### config.mk
export PLATFORM = sky130hd
export DESIGN_NAME = seq_mul8
export DESIGN_NICKNAME = d
export VERILOG_FILES = /design/src/rtl/seq_mul8_pkg.sv /design/src/rtl/seq_mul8_adder.sv /design/src/rtl/seq_mul8.sv
export SDC_FILE = /design/constraint.sdc
export NUM_CORES = 1
export LEC_CHECK = 0
export CAP_MARGIN = 20
export CORE_MARGIN = 2
export CORE_UTILIZATION = 45
export CTS_CLUSTER_SIZE = 12
export DETAILED_ROUTE_END_ITERATION = 10
export PLACE_DENSITY = 0.76
export RECOVER_POWER = 25
export SLEW_MARGIN = 10
export SYNTH_ARGS = -nofsm -noshare
export SYNTH_HDL_FRONTEND = slang
export SYNTH_HIERARCHICAL = 1
export SYNTH_SLANG_ARGS = --single-unit
### constraint.sdc
create_clock -name clock -period 4.5 [get_ports clock]
set_clock_uncertainty 0.1 [all_clocks]
set_input_delay 0.9 -clock clock [delete_from_list [all_inputs] [get_ports clock]]
set_output_delay 0.9 -clock clock [all_outputs]
set_load 0.1 [all_outputs]
### src/rtl/seq_mul8_pkg.sv
// Shared ALU package: FSM state encoding and default operand width for the
// sequential shift-add multiplier.
package seq_mul8_pkg;

  localparam int DEFAULT_N = 8;

  typedef enum logic [1:0] {
    IDLE = 2'd0,
    BUSY = 2'd1,
    DONE = 2'd2
  } state_t;

endpackage

### src/rtl/seq_mul8_adder.sv
// N-bit ripple-carry adder built from a chain of full-adder cells; used as the
// single step adder of the shift-add multiplier.
module Adder_N #(
  parameter int N = 8
) (
  input  logic [N-1:0] a,
  input  logic [N-1:0] b,
  input  logic         cin,
  output logic [N-1:0] sum,
  output logic         cout
);

  logic [N:0] carry;

  assign carry[0] = cin;

  for (genvar i = 0; i < N; i++) begin : g_fa
    assign sum[i]     = a[i] ^ b[i] ^ carry[i];
    assign carry[i+1] = (a[i] & b[i]) | (carry[i] & (a[i] ^ b[i]));
  end

  assign cout = carry[N];

endmodule

### src/rtl/seq_mul8.sv
// Sequential unsigned N x N multiplier: one shift-add step per BUSY cycle,
// product held in {p_hi, p_lo} and presented through a valid/ready handshake.
//
// Handshake: a transfer happens on a rising edge where valid and ready are both
// 1. io_in_ready is high only in IDLE and io_out_valid only in DONE; once
// io_out_valid rises, io_out_bits stays constant until the transfer edge.
module seq_mul8
  import seq_mul8_pkg::*;
#(
  parameter int N = DEFAULT_N
) (
  input  logic           clock,
  input  logic           reset,
  input  logic           io_in_valid,
  output logic           io_in_ready,
  input  logic [N-1:0]   io_in_a,
  input  logic [N-1:0]   io_in_b,
  output logic           io_out_valid,
  input  logic           io_out_ready,
  output logic [2*N-1:0] io_out_bits,
  output logic [1:0]     fsm_state
);

  localparam int CW = (N > 1) ? $clog2(N) : 1;
  localparam logic [CW-1:0] LAST_STEP = CW'(N - 1);

  state_t        state;
  logic [N-1:0]  a_reg;
  logic [N-1:0]  p_hi;
  logic [N-1:0]  p_lo;
  logic [CW-1:0] cnt;

  logic [N-1:0]  addend;
  logic [N-1:0]  sum;
  logic          cout;

  // The multiplier bit under examination sits in p_lo[0]; it gates the addend.
  assign addend = p_lo[0] ? a_reg : '0;

  Adder_N #(
    .N(N)
  ) u_adder (
    .a   (addend),
    .b   (p_hi),
    .cin (1'b0),
    .sum (sum),
    .cout(cout)
  );

  always_ff @(posedge clock) begin
    if (reset) begin
      state        <= IDLE;
      a_reg        <= '0;
      p_hi         <= '0;
      p_lo         <= '0;
      cnt          <= '0;
      io_in_ready  <= 1'b1;
      io_out_valid <= 1'b0;
    end else begin
      case (state)
        IDLE: begin
          if (io_in_valid) begin
            a_reg       <= io_in_a;
            p_hi        <= '0;
            p_lo        <= io_in_b;
            cnt         <= '0;
            state       <= BUSY;
            io_in_ready <= 1'b0;
          end
        end
        BUSY: begin
          // Shift the N+1-bit partial sum right by one into the product register.
          p_hi <= {cout, sum[N-1:1]};
          p_lo <= {sum[0], p_lo[N-1:1]};
          cnt  <= cnt + CW'(1);
          if (cnt == LAST_STEP) begin
            state        <= DONE;
            io_out_valid <= 1'b1;
          end
        end
        DONE: begin
          if (io_out_ready) begin
            state        <= IDLE;
            io_out_valid <= 1'b0;
            io_in_ready  <= 1'b1;
          end
        end
        default: begin
          state        <= IDLE;
          io_out_valid <= 1'b0;
          io_in_ready  <= 1'b1;
        end
      endcase
    end
  end

  assign io_out_bits = {p_hi, p_lo};
  assign fsm_state   = state;

endmodule

==> summary.txt, run 1 <==
Status = completed
CTS clk-pin slew, worst paths = 90 ps
Num CTS Buffers = 5
Initial core utilization = 0.477
Number of global-route vias before repair = 1,049
Drt total wl = 2790 µm
Final min period = 3940 ps
Clk sinks = 31
Place WS = 559 ps
# H-tree levels = 2
Cts hold-fix bufs = 0
Pwr per Cell Area = 346 nW/µm²
Worst path max stage delay = 410 ps
Util after Layout = 0.629
Final setup fails = 0
Post_cts resized = 0
WP buf/inv = 4
Reg power frac = 0.451
Post-synth top area share = 0.423
Register area = 621 µm²
Largest net degree at the start of global routing = 24
Number of port buffers = 39
Slew Limit Headroom = 0.288
Final Max Tran Viols = 0
Avg WL per Cell = 12.1 µm
Fmax = 253 MHz
Maximum clock insertion buffer count = 2
Area contributors post-synth = dfxtp_1, fa_1, a22o_1
Drt initial violations = 16
Via count = 1,128
Area of the die = 3730 µm²
Initial antenna violation count = 0
Slew @ Worst Pin = 1070 ps
Via/cell ratio = 4.90
Post-CTS Repair Setup Buffers = 0
Top_reg_cell synth = dfxtp_1
Switching power = 204 µW
Worst Setup SP = p_lo[0]
Slowest cell on the critical path = fa_1
Synthesis-stage register bit count = 31
Layout fillers = 259
Post-Syn Instances = 148
Total gr overflow = 0
CP Cell Sequence = and2_1, fa_1, inv_1, fa_1, inv_1, fa_1, fa_1, fa_1, fa_1, fa_1, inv_1, fa_1, inv_1, a22o_1
Worst-Skew Late Latency = 340 ps
Post-layout nets = 215
N_diodes = 0
Logic pwr share = 0.211
Layout area overhead = 31.9%
Syn nets = 178
Share of cells above drive strength 1 = 0.0753
Reg2reg start = p_lo[0]
Crit end category = flop
Unrepaired setup endpoints after global routing = false
Overall routing resource usage = 0.169
Synth unique cells = 28
Hpwl dp = 2040 µm
Post-synthesis sequential area ratio = 0.423
HP Start = a_reg[5]
CTS tree = built
CP most frequent cell = fa_1
Top cells by count, synth = dfxtp_1, nand2_1, a21oi_1, inv_1
Antenna-violating nets left = 0
Syn avg cell area = 9.92 µm²
LEAKAGE = 0.000790 µW
Max FO, Critical Path = 10
Maximum vdd ir drop = 0.180 mV
Final hold violation count = 0
Die Y = 61.1 µm
Asr flop ratio synth = 0
CTS root buffer = clkbuf_4
Top Family by Delay on Critical Path = adder cells
Router iterations before antenna repair = 4
Post-synth top area cell = dfxtp_1
Mapped Area = 1470 µm²
Hold WC Path Type = flop to flop
Worst EP arrival = 4120 ps
Element type at the critical path start = flop
Final worst slack = 555 ps
Share of power burned in the clock network = 0.337
Routability cong. = 0.800
Remaining DRCs = 0
Die Width = 61.1 µm
Sw Share = 0.305
Row cnt = 20
Number of synthesized flops with an enable pin = 0
Dominant cell by count in the synthesized netlist = dfxtp_1
Crit Path Class = flop to flop
Final period util = 0.877
Internal = 466 µW
First-pass GRT wire length = 4540 µm
Core area = 3080 µm²
Setup TNS = 0 ps
Required @ worst endpoint = 4670 ps
Number of max-cap violations = 0
I/O pin count = 40
Area occupied by multi-input gates = 734 µm²
Yosys warns = 6
[metrics by stage]
| step | std cells | power (µW) | hold slack [ps] | cell area, µm² |
|---|---|---|---|---|
| 6_report | 230 | 670 | 357 | 1940 |
| 2_1_floorplan | 148 | 411 | 332 | 1470 |
| 3_3_place_gp | 222 | 448 | 341 | 1850 |
| 3_5_place_dp | 222 | 451 | 351 | 1850 |
| 5_1_grt | 230 | 695 | 384 | 1940 |
| 4_1_cts | 230 | 675 | 364 | 1930 |
[tightest hold or removal path: cells and delay by family, from the launching register on]
kind,cells,cell delay [ps]
AND/OR/NAND/NOR,1,50
AO/OA/AOI/OAI,1,50
flip-flops,1,320
[layout make-up]
class / instances / share of cell area
timing repair buffer: 40 / 0.204
inverter: 12 / 0.0233
clock buffer: 6 / 0.0265
clock inverter: 2 / 0.0181
multi-input combinational: 95 / 0.379
tap: 44 / 0.0284
sequential: 31 / 0.321
[cells in the final DEF (no fill, tap or decap), types with 2 or more instances in the layout]
cell type	netlist	routed
a211oi_1	7	7
a21oi_1	12	12
a22o_1	10	10
and2_1	9	9
clkbuf_4	0	5
clkdlybuf4s50_1	0	37
dfxtp_1	31	31
dlygate4sd3_1	0	2
fa_1	8	8
ha_1	2	2
inv_1	12	12
mux2i_1	8	8
nand2_1	16	16
nor2_1	10	10
nor3b_2	1	2
[path summary, 6_finish.rpt]
check        cells past startpoint  slack [ps]  endpoint
max reg2reg                     14         560   p_hi[6]
min reg2reg                      2         360  a_reg[5]
min                              2         360  a_reg[5]
max                             14         560   p_hi[6]
[cells by family (layout without fill, tap and decap cells)]
kind of cell / Yosys count / after routing / share of synthesized area
AOI/OAI and AO/OA: 33 / 33 / 0.163
adders and majority gates: 10 / 10 / 0.126
buffers and inverters: 22 / 60 / 0.0801
DFF: 31 / 31 / 0.423
muxes: 9 / 9 / 0.0622
other: 1 / 1 / 0.00256
and+or+nand+nor: 42 / 42 / 0.143
[power by group through the flow]
stage	clock [µW]	sequential, µW	combinational, µW
floorplan	0	367	43.5
global route	241	305	150
global placement	0	308	140
finish	226	303	142
detailed placement	0	309	142
CTS	230	303	143
[layer usage]
metal	global-route usage	wire, µm	part of all wire
met5	0	0	0
met4	0.102	69	0.025
met3	0.0378	127	0.046
met2	0.260	1280	0.46
met1	0.216	1310	0.47
No activity file was read; power rests on OpenSTA's default activity.
==> run 2: changes to the inputs <==
REMOVE_ABC_BUFFERS = 1   (was not set)
==> run 2 against run 1 <==
Net effect: clock-buffer cell count increased by 1; hold slack gained 5.0 ps; global-route usage up 2.3 points; critical path type unchanged; critical endpoint unchanged.
==> summary.txt, run 2 (synthesized netlist as in run 1, its figures left out) <==
Layout area overhead = 29.5%
WL met3 = 149 µm (+17%)
Die Y = 61.1 µm (unchanged)
Reg2reg start = p_lo[0]
Worst EP arrival = 4200 ps (+80 ps)
Drt total wl = 2950 µm (+5.8%)
# H-tree levels = 2 (unchanged)
HP Start = a_reg[4]
Crit end category = flop
Die Width = 61.1 µm (unchanged)
Worst r2r path cells = 14 (unchanged)
Required @ worst endpoint = 4690 ps (+20 ps)
Antenna-violating nets left = 0 (unchanged)
CP most frequent cell = fa_1
Number of global-route vias before repair = 1,151 (+9.7%)
Commonest non-fill, non-tap cell in the layout = clkdlybuf4s50_1
Clk sinks = 31 (unchanged)
Drt initial violations = 41 (+25)
Router iterations before antenna repair = 4 (unchanged)
Slowest cell on the critical path = fa_1
Worst path max stage delay = 450 ps (+40 ps)
Share of cells above drive strength 1 = 0.0642 (-0.0111)
Number of max-cap violations = 0 (unchanged)
Maximum vdd ir drop = 0.197 mV (+9.5%)
Routability cong. = 0.740 (-7.6%)
Routed wire length on met2 = 1480 µm (+15%)
Dpl cells = 223 (+0.45%)
Maximum clock insertion buffer count = 2 (unchanged)
CTS clk-pin slew, worst paths = 90 ps (about the same)
WP depth = 14 (unchanged)
Largest net degree at the start of global routing = 24 (unchanged)
Worst Setup SP = p_lo[0]
Initial antenna violation count = 0 (unchanged)
Num CTS Buffers = 5 (unchanged)
Top Family by Delay on Critical Path = adder cells
Hold Path Cell Cnt = 2 (unchanged)
Final period util = 0.891 (+0.0147)
Overall routing resource usage = 0.191 (+0.0226)
Hold WC Path Type = flop to flop
Worst-Skew Late Latency = 340 ps (about the same)
First-pass GRT wire length = 5000 µm (+10%)
I/O pin count = 40 (unchanged)
Top Metal Used = met4
Setup TNS = 0 ps (unchanged)
Area of the die = 3730 µm² (unchanged)
Layout Cells excl Fill = 231 (+0.43%)
Number of port buffers = 39 (unchanged)
CP Cell Sequence = and2_1, fa_1, inv_1, fa_1, inv_1, fa_1, fa_1, fa_1, fa_1, fa_1, inv_1, fa_1, inv_1, a22o_1
Crit path to = p_hi[6]
WP buf/inv = 4 (unchanged)
Avg WL per Cell = 12.8 µm (+5.4%)
R2r setup slk = 490 ps (-70 ps)
Final min period = 4010 ps (+66.3 ps)
RR Endpoint = p_hi[6]
N_diodes = 0 (unchanged)
LEAKAGE = 0.000775 µW (-1.9%)
Status = completed
Final hold violation count = 0 (unchanged)
Element type at the critical path start = flop
Final setup fails = 0 (unchanged)
Initial core utilization = 0.477 (unchanged)
Row cnt = 20 (unchanged)
Unrepaired setup endpoints after global routing = false
M1 WL = 1250 µm (-4.6%)
Post-CTS Repair Setup Buffers = 0 (unchanged)
Total gr overflow = 0 (unchanged)
Cts hold-fix bufs = 0 (unchanged)
Slew @ Worst Pin = 982 ps (-86.3 ps)
Core area = 3080 µm² (unchanged)
Crit Path Class = flop to flop
CTS root buffer = clkbuf_4
Layout fillers = 276 (+6.6%)
Hpwl dp = 2200 µm (+7.9%)
Post_cts resized = 0 (unchanged)
Final Max Tran Viols = 0 (unchanged)
Pwr per Cell Area = 316 nW/µm² (-8.8%)
Fmax = 249 MHz (-1.7%)
CTS tree = built
Slew Limit Headroom = 0.344 (+0.0555)
Via count = 1,145 (+1.5%)
Post-layout nets = 216 (+0.47%)
Max FO, Critical Path = 10 (unchanged)
Remaining DRCs = 0 (unchanged)
Via/cell ratio = 4.96 (+1.1%)
Commonest non-fill, non-tap cells in the layout = clkdlybuf4s50_1, dfxtp_1, nand2_1
## run 2: report_power, final
| part | internal [µW] | switching [µW] |
|---|---|---|
| registers | 288 | 10.2 |
| clock network | 60.8 | 94.1 |
| logic | 47.1 | 99.3 |
| total | 396 | 204 |
## run 2: worst min-delay path, cell delays in order (launching register included)
cell	delay [ps]
dfxtp_1	320
nand2_1	50
a21oi_1	50
## run 2: final cells by class
| cell class | instances | area [µm²] | share of cell area |
|---|---|---|---|
| Clock buffer | 7 | 45.0 | 0.0237 |
| Clock inverter | 1 | 5.00 | 0.00263 |
| Inverter | 12 | 45.0 | 0.0237 |
| Multi-Input combinational cell | 95 | 724 | 0.381 |
| Sequential cell | 31 | 621 | 0.327 |
| Tap cell | 44 | 55.1 | 0.0290 |
| Timing Repair Buffer | 41 | 405 | 0.213 |
## run 2: worst min-delay path by stage
stage               end  slack [ps]
3_3_place_gp   a_reg[4]         340
5_1_grt        a_reg[1]         380
3_5_place_dp   a_reg[4]         350
6_report       a_reg[4]         360
2_1_floorplan  a_reg[0]         330
4_1_cts        a_reg[4]         360
## run 2: through the flow
stage | utilization | total power (µW) | hold slack [ps] | setup WS, ps | instance area [µm²]
floorplan | - | 403 | 326 | 208 | 1400
global placement | 0.603 | 449 | 339 | 627 | 1860
detailed placement | 0.603 | 453 | 349 | 525 | 1860
CTS | 0.619 | 608 | 363 | 508 | 1910
global route | 0.617 | 632 | 383 | 304 | 1900
finish | 0.617 | 600 | 362 | 489 | 1900
## run 2: routing by layer
metal	track usage	up-vias
li1	-	573
met4	0.0932	0
met3	0.0735	6
met1	0.228	540
met5	0	-
met2	0.302	26
